[src/rtl/mult_ctrl_taint_gen_if.sv]
// Bus between the multiplier datapath/consumer (master) and the control FSM (slave).
// Carries the handshake, datapath strobes and the taint of every signal.
interface mult_ctrl_taint_gen_if #(
  parameter int WIDTH = 4
);
  logic             start;
  logic             start_t;
  logic             sgn;
  logic             sgn_t;
  logic             ack;
  logic             ack_t;
  logic [WIDTH-1:0] multiplierReg;
  logic [WIDTH-1:0] multiplierReg_t;

  logic             mdld;
  logic             mrld;
  logic             rsclear;
  logic             rsload;
  logic             rssub;
  logic             rsshr;
  logic             busy;
  logic             productDone;

  logic             mdld_t;
  logic             mrld_t;
  logic             rsclear_t;
  logic             rsload_t;
  logic             rssub_t;
  logic             rsshr_t;
  logic             busy_t;
  logic             productDone_t;

  modport master (
    output start, start_t, sgn, sgn_t, ack, ack_t, multiplierReg, multiplierReg_t,
    input  mdld, mrld, rsclear, rsload, rssub, rsshr, busy, productDone,
    input  mdld_t, mrld_t, rsclear_t, rsload_t, rssub_t, rsshr_t, busy_t, productDone_t
  );

  modport slave (
    input  start, start_t, sgn, sgn_t, ack, ack_t, multiplierReg, multiplierReg_t,
    output mdld, mrld, rsclear, rsload, rssub, rsshr, busy, productDone,
    output mdld_t, mrld_t, rsclear_t, rsload_t, rssub_t, rsshr_t, busy_t, productDone_t
  );
endinterface

[src/rtl/mult_ctrl_taint_gen.sv]
// Shift-add multiplier control FSM (optional two's-complement final subtract, done/ack).
// Define MULT_CTRL_TAINT_EN to build the sticky control-flow taint; otherwise every *_t output is 0.
module mult_ctrl_taint_gen #(
  parameter int WIDTH = 4
) (
  input  logic                 clk,
  input  logic                 rst,
  mult_ctrl_taint_gen_if.slave bus
);
  localparam int CW = (WIDTH > 2) ? $clog2(WIDTH) : 1;
  localparam logic [CW-1:0] CNT_LAST = CW'(WIDTH - 1);

  typedef enum logic [6:0] {
    S_IDLE  = 7'b000_0001,
    S_INIT  = 7'b000_0010,
    S_TEST  = 7'b000_0100,
    S_ADD   = 7'b000_1000,
    S_SUB   = 7'b001_0000,
    S_SHIFT = 7'b010_0000,
    S_DONE  = 7'b100_0000
  } state_e;

  state_e        state_r;
  state_e        state_s;
  logic [CW-1:0] cnt_r;
  logic [CW-1:0] cnt_s;
  logic          sgn_q_r;
  logic          sgn_q_s;
  logic [7:0]    strb_r;
  logic          mr_bit_s;
  logic          cnt_last_s;
  logic          taint_s;

  assign mr_bit_s   = bus.multiplierReg[cnt_r];
  assign cnt_last_s = (cnt_r == CNT_LAST);

  // Strobe vector {mdld, mrld, rsclear, rsload, rssub, rsshr, busy, productDone} of a state.
  function automatic logic [7:0] decode(input state_e st);
    logic [7:0] v;
    v = 8'h00;
    case (st)
      S_INIT:  v = 8'b1110_0010;
      S_TEST:  v = 8'b0000_0010;
      S_ADD:   v = 8'b0001_0010;
      S_SUB:   v = 8'b0001_1010;
      S_SHIFT: v = 8'b0000_0110;
      S_DONE:  v = 8'b0000_0001;
      default: v = 8'h00;
    endcase
    return v;
  endfunction

  // Next-state, counter and sign-latch logic.
  always_comb begin
    state_s = state_r;
    cnt_s   = cnt_r;
    sgn_q_s = sgn_q_r;
    case (state_r)
      S_IDLE: begin
        if (bus.start) begin
          state_s = S_INIT;
          sgn_q_s = bus.sgn;
        end else begin
          state_s = S_IDLE;
        end
      end
      S_INIT: begin
        cnt_s   = {CW{1'b0}};
        state_s = S_TEST;
      end
      S_TEST: begin
        if (!mr_bit_s) begin
          state_s = S_SHIFT;
        end else if (sgn_q_r && cnt_last_s) begin
          state_s = S_SUB;
        end else begin
          state_s = S_ADD;
        end
      end
      S_ADD:   state_s = S_SHIFT;
      S_SUB:   state_s = S_SHIFT;
      S_SHIFT: begin
        if (cnt_last_s) begin
          state_s = S_DONE;
        end else begin
          cnt_s   = cnt_r + CW'(1);
          state_s = S_TEST;
        end
      end
      S_DONE: begin
        // A start arriving together with ack is intentionally dropped here.
        if (bus.ack) begin
          state_s = S_IDLE;
        end else begin
          state_s = S_DONE;
        end
      end
      default: state_s = S_IDLE;
    endcase
  end

  // State, counter, sign latch and strobe registers; strobes track the state register.
  always_ff @(posedge clk) begin
    if (rst) begin
      state_r <= S_IDLE;
      cnt_r   <= {CW{1'b0}};
      sgn_q_r <= 1'b0;
      strb_r  <= 8'h00;
    end else begin
      state_r <= state_s;
      cnt_r   <= cnt_s;
      sgn_q_r <= sgn_q_s;
      strb_r  <= decode(state_s);
    end
  end

`ifdef MULT_CTRL_TAINT_EN
  logic st_t_r;
  logic st_t_s;
  logic sgn_q_t_r;
  logic sgn_q_t_s;

  // Sticky taint: any tainted input that steers a decision taints every output.
  always_comb begin
    st_t_s    = st_t_r;
    sgn_q_t_s = sgn_q_t_r;
    case (state_r)
      S_IDLE: begin
        st_t_s = st_t_r | bus.start_t;
        if (bus.start) begin
          sgn_q_t_s = bus.sgn_t;
        end else begin
          sgn_q_t_s = sgn_q_t_r;
        end
      end
      S_TEST: begin
        if (cnt_last_s && mr_bit_s) begin
          st_t_s = st_t_r | bus.multiplierReg_t[cnt_r] | sgn_q_t_r;
        end else begin
          st_t_s = st_t_r | bus.multiplierReg_t[cnt_r];
        end
      end
      S_DONE:  st_t_s = st_t_r | bus.ack_t;
      default: st_t_s = st_t_r;
    endcase
  end

  // Taint registers, cleared only by reset.
  always_ff @(posedge clk) begin
    if (rst) begin
      st_t_r    <= 1'b0;
      sgn_q_t_r <= 1'b0;
    end else begin
      st_t_r    <= st_t_s;
      sgn_q_t_r <= sgn_q_t_s;
    end
  end

  assign taint_s = st_t_r;
`else
  logic unused_taint_s;
  assign unused_taint_s = ^{bus.start_t, bus.sgn_t, bus.ack_t, bus.multiplierReg_t};
  assign taint_s        = 1'b0;
`endif

  assign bus.mdld        = strb_r[7];
  assign bus.mrld        = strb_r[6];
  assign bus.rsclear     = strb_r[5];
  assign bus.rsload      = strb_r[4];
  assign bus.rssub       = strb_r[3];
  assign bus.rsshr       = strb_r[2];
  assign bus.busy        = strb_r[1];
  assign bus.productDone = strb_r[0];

  assign bus.mdld_t        = taint_s;
  assign bus.mrld_t        = taint_s;
  assign bus.rsclear_t     = taint_s;
  assign bus.rsload_t      = taint_s;
  assign bus.rssub_t       = taint_s;
  assign bus.rsshr_t       = taint_s;
  assign bus.busy_t        = taint_s;
  assign bus.productDone_t = taint_s;
endmodule
[src/flat_wrapper.sv]
// flat-port wrapper written by rule: the top's interface ports become plain ports
module mult_ctrl_taint_gen_flat 
#(
  parameter int WIDTH = 4
)
  (clk, rst, bus_start, bus_start_t, bus_sgn, bus_sgn_t, bus_ack, bus_ack_t, bus_multiplierReg, bus_multiplierReg_t, bus_mdld, bus_mrld, bus_rsclear, bus_rsload, bus_rssub, bus_rsshr, bus_busy, bus_productDone, bus_mdld_t, bus_mrld_t, bus_rsclear_t, bus_rsload_t, bus_rssub_t, bus_rsshr_t, bus_busy_t, bus_productDone_t);
  mult_ctrl_taint_gen_if #(.WIDTH(WIDTH)) bus_i ();
  input  logic clk;
  input  logic rst;
  input wire logic [$bits(bus_i.start)-1:0] bus_start;
  input wire logic [$bits(bus_i.start_t)-1:0] bus_start_t;
  input wire logic [$bits(bus_i.sgn)-1:0] bus_sgn;
  input wire logic [$bits(bus_i.sgn_t)-1:0] bus_sgn_t;
  input wire logic [$bits(bus_i.ack)-1:0] bus_ack;
  input wire logic [$bits(bus_i.ack_t)-1:0] bus_ack_t;
  input wire logic [$bits(bus_i.multiplierReg)-1:0] bus_multiplierReg;
  input wire logic [$bits(bus_i.multiplierReg_t)-1:0] bus_multiplierReg_t;
  output wire logic [$bits(bus_i.mdld)-1:0] bus_mdld;
  output wire logic [$bits(bus_i.mrld)-1:0] bus_mrld;
  output wire logic [$bits(bus_i.rsclear)-1:0] bus_rsclear;
  output wire logic [$bits(bus_i.rsload)-1:0] bus_rsload;
  output wire logic [$bits(bus_i.rssub)-1:0] bus_rssub;
  output wire logic [$bits(bus_i.rsshr)-1:0] bus_rsshr;
  output wire logic [$bits(bus_i.busy)-1:0] bus_busy;
  output wire logic [$bits(bus_i.productDone)-1:0] bus_productDone;
  output wire logic [$bits(bus_i.mdld_t)-1:0] bus_mdld_t;
  output wire logic [$bits(bus_i.mrld_t)-1:0] bus_mrld_t;
  output wire logic [$bits(bus_i.rsclear_t)-1:0] bus_rsclear_t;
  output wire logic [$bits(bus_i.rsload_t)-1:0] bus_rsload_t;
  output wire logic [$bits(bus_i.rssub_t)-1:0] bus_rssub_t;
  output wire logic [$bits(bus_i.rsshr_t)-1:0] bus_rsshr_t;
  output wire logic [$bits(bus_i.busy_t)-1:0] bus_busy_t;
  output wire logic [$bits(bus_i.productDone_t)-1:0] bus_productDone_t;
  assign bus_i.start = bus_start;
  assign bus_i.start_t = bus_start_t;
  assign bus_i.sgn = bus_sgn;
  assign bus_i.sgn_t = bus_sgn_t;
  assign bus_i.ack = bus_ack;
  assign bus_i.ack_t = bus_ack_t;
  assign bus_i.multiplierReg = bus_multiplierReg;
  assign bus_i.multiplierReg_t = bus_multiplierReg_t;
  assign bus_mdld = bus_i.mdld;
  assign bus_mrld = bus_i.mrld;
  assign bus_rsclear = bus_i.rsclear;
  assign bus_rsload = bus_i.rsload;
  assign bus_rssub = bus_i.rssub;
  assign bus_rsshr = bus_i.rsshr;
  assign bus_busy = bus_i.busy;
  assign bus_productDone = bus_i.productDone;
  assign bus_mdld_t = bus_i.mdld_t;
  assign bus_mrld_t = bus_i.mrld_t;
  assign bus_rsclear_t = bus_i.rsclear_t;
  assign bus_rsload_t = bus_i.rsload_t;
  assign bus_rssub_t = bus_i.rssub_t;
  assign bus_rsshr_t = bus_i.rsshr_t;
  assign bus_busy_t = bus_i.busy_t;
  assign bus_productDone_t = bus_i.productDone_t;
  mult_ctrl_taint_gen #(.WIDTH(WIDTH)) u_core (.clk(clk), .rst(rst), .bus(bus_i));
endmodule
[config.mk]
export PLATFORM = sky130hd
export DESIGN_NAME = mult_ctrl_taint_gen_flat
export DESIGN_NICKNAME = d
export VERILOG_FILES = /design/src/rtl/mult_ctrl_taint_gen_if.sv /design/src/rtl/mult_ctrl_taint_gen.sv /design/src/flat_wrapper.sv
export SDC_FILE = /design/constraint.sdc
export NUM_CORES = 1
export LEC_CHECK = 0
export ABC_AREA = 1
export CAP_MARGIN = 20
export CORE_ASPECT_RATIO = 1.75
export CORE_MARGIN = 5
export CORE_UTILIZATION = 35
export CTS_BUF_LIST = sky130_fd_sc_hd__clkbuf_8
export DETAILED_ROUTE_END_ITERATION = 10
export PLACE_DENSITY = 0.71
export SLEW_MARGIN = 20
export SYNTH_ARGS = -nofsm -noshare
export SYNTH_HDL_FRONTEND = slang
export SYNTH_SLANG_ARGS = --single-unit
[constraint.sdc]
create_clock -name clk -period 2.7 [get_ports clk]
set_input_delay 0.54 -clock clk [delete_from_list [all_inputs] [get_ports clk]]
set_output_delay 0.54 -clock clk [all_outputs]
set_load 0.02 [all_outputs]
==> flow_summary.ini <==
[synthesis]
synthArstFlopShare = 0
synth-compound-area-share = 0.07328
synthTopCellsByCount = nand2_1, dfxtp_1, nor2_1
synth-edff-count = 0
yosys.area.top_type = dfxtp_1
synth_fa_ha_area_frac = 0.01527
syn_inst = 123
muxShareOfSynthArea = 0
ys_top_cells_by_area = dfxtp_1, nand2_1, buf_4, nor2_1, inv_1
yosys_warnings = 0
syn_area_um2 = 819.5
synthDistinctLibCells = 20
ys_ff_latch = 16
synthFlopType = dfxtp_1
synth.top_cell.area_share = 0.3908
synth.most_common_cell = nand2_1
synth-simple-area-share = 0.3374
ys_seq_area_frac = 0.3908
synth_top_family_by_area = simple AND/OR/NAND/NOR gates
postSynthAreaPerCell_um2 = 6.663
synth_xor_area_frac = 0

[clock_network]
cts-root-buf = clkbuf_8
cts_tree = done
cts_resized = 0
clk_path_buf_depth = 2
cts.clk_slew.worst_paths_ns = 0.06
cts_setup_buffers = 0
htreeDepth = 1
cts_buffers = 3
cts_hold_buf = 0
cts_sinks = 16
clkLatencyLatePin_ns = 0.25

[floorplan]
num_rows = 23
io-pin-count = 32
dieHeight_um = 74.01
start_util = 0.3605
die_w_um = 46.58
fp.coreArea_um2 = 2273
dieArea_um2 = 3447

[global_route]
grt-ovfl-total = 0
grt_max_degree = 15
grt_pass1_wl_um = 2704
grtUsageTotal = 0.1113
first_global_vias = 697
antenna_found_initial = 0

[timing]
finalCritPeriodShare = 0.6489
tns_ns = 0
rsz0062_at_grt = false
fmax_mhz = 570.7
slew_violations = 0
min_period_ns = 1.752
fin_skew_ns = 0.001596
hold_viol = 0
finalSetupViolCount = 0

[routing]
post_drt_wl_per_cell_um = 10.60
drc = 0
vias_per_cell = 4.558
drt_iter0_drc = 7
antenna_left = 0
drt_wl_total_um = 1727
dr.pass1.iters = 4
vias = 743

[pwr]
switchingPower_mw = 0.1257
power_leakage_nw = 0.4869
p_total_mw = 0.4987
ir_drop_v = 0.0002755
pwr_density_cell_nw_per_um2 = 498.9
comb_power_share = 0.153
clockPowerShare = 0.349
sw_frac_of_total = 0.2521
seqPwrFrac = 0.498
p_int_mw = 0.3730

[worst_setup_path]
worst_setup_path_start_kind = flip-flop
arrival_ns = 1.21
cpPeakStageDelay_ns = 0.62
crit_family = buffers and inverters
cp.required_ns = 2.16
path_class = flip-flop to output pin
path_cells = clkdlybuf4s50_1
crit_fanout = 3
slowest_stage = clkdlybuf4s50_1
end_kind = output pin
path_buf_inv = 1

[finish]
fillers = 241
fin_nets = 157
antennaDiodeCount = 0
drive_above_1_share = 0.07971
area_growth_pct = 21.98

[placed_design]
place.gp.congestion = 0.7921
io_buffers = 16
hpwl_um = 1457

[outcome]
status = finished, final reports clean

[worst_hold_path]
hold_path_class = flip-flop to flip-flop

[job]
max_cap_viol_count = 0
## placed cells by master, fill, tap and decap left out, types with 2 or more instances in the layout
| master | n |
|---|---|
| nand2_1 | 34 |
| nor2_1 | 16 |
| clkdlybuf4s50_1 | 16 |
| dfxtp_1 | 16 |
| inv_1 | 14 |
| nand3_1 | 8 |
| conb_1 | 8 |
| a21oi_1 | 5 |
| inv_2 | 3 |
| nor2_2 | 3 |
| o21ai_0 | 3 |
| clkbuf_8 | 3 |
| a31oi_1 | 2 |
## per-stage QoR
step / hold slack [ns] / setup WS (ns) / area [µm²] / instances / utilization
floorplan: 0.4455 / 1.543 / 845.8 / 130 / -
global placement: 0.4539 / 0.8925 / 958.4 / 160 / 0.4216
detailed placement: 0.4659 / 0.9055 / 958.4 / 160 / 0.4216
CTS: 0.4752 / 0.9339 / 999.7 / 163 / 0.4397
global route: 0.4901 / 0.9119 / 999.7 / 163 / 0.4397
finish: 0.4788 / 0.9478 / 999.7 / 163 / 0.4397
## final timing paths
| path | endpoint | cells after the start | startpoint | slack [ns] |
|---|---|---|---|---|
| max | bus_mdld | 1 | u_core.strb_r[6]$_SDFF_PP0_ | 0.95 |
| max reg2reg | u_core.cnt_r[0]$_SDFFE_PP0P_ | 8 | u_core.state_r[5]$_SDFF_PP0_ | 1.49 |
| min reg2reg | u_core.sgn_q_r$_SDFFE_PP0N_ | 2 | u_core.sgn_q_r$_SDFFE_PP0N_ | 0.48 |
| min | u_core.sgn_q_r$_SDFFE_PP0N_ | 2 | u_core.sgn_q_r$_SDFFE_PP0N_ | 0.48 |
## kinds of logic after synthesis
logic type | count (synthesis)
other | 1
and+or+nand+nor | 65
AOI/OAI and AO/OA | 11
buffers and inverters | 29
DFF | 16
adders and majority gates | 1
## power groups by stage
stage / clock [mW] / combinational, mW / sequential (mW)
floorplan: 0 / 0.0558 / 0.256
global placement: 0 / 0.0752 / 0.253
detailed placement: 0 / 0.0764 / 0.254
CTS: 0.177 / 0.0768 / 0.248
global route: 0.188 / 0.0843 / 0.249
finish: 0.174 / 0.0765 / 0.248
## state kept, by name, indices dropped and copies added, names as in the netlist
register	count
u_core.cnt_r	2
u_core.sgn_q_r	1
u_core.state_r	7
u_core.strb_r	6
## routing by layer
layer  wire length (µm)  track usage  vias to the layer above
met5                  0            0                        -
met4                 80      0.09494                        0
met3                 62      0.01453                        7
met2               1015       0.2101                       17
met1                569      0.09254                      330
li1                   -            -                      389
## cell type report
type | instances | area (µm²) | area share
multi-input cells | 85 | 379.1 | 0.3792
flip-flops and latches | 16 | 320.3 | 0.3204
inverters | 18 | 67.56 | 0.06758
clock buffers | 3 | 41.29 | 0.04130
well taps | 25 | 31.28 | 0.03129
repair buffers | 16 | 160.2 | 0.1602
## tightest hold or removal path: cells and delay by family, from the launching register on
| family | cells | cell delay (ns) |
|---|---|---|
| flip-flops | 1 | 0.31 |
| AND/OR/NAND/NOR | 1 | 0.06 |
| AO/OA/AOI/OAI | 1 | 0.06 |
No activity file was read; power rests on OpenSTA's default activity.
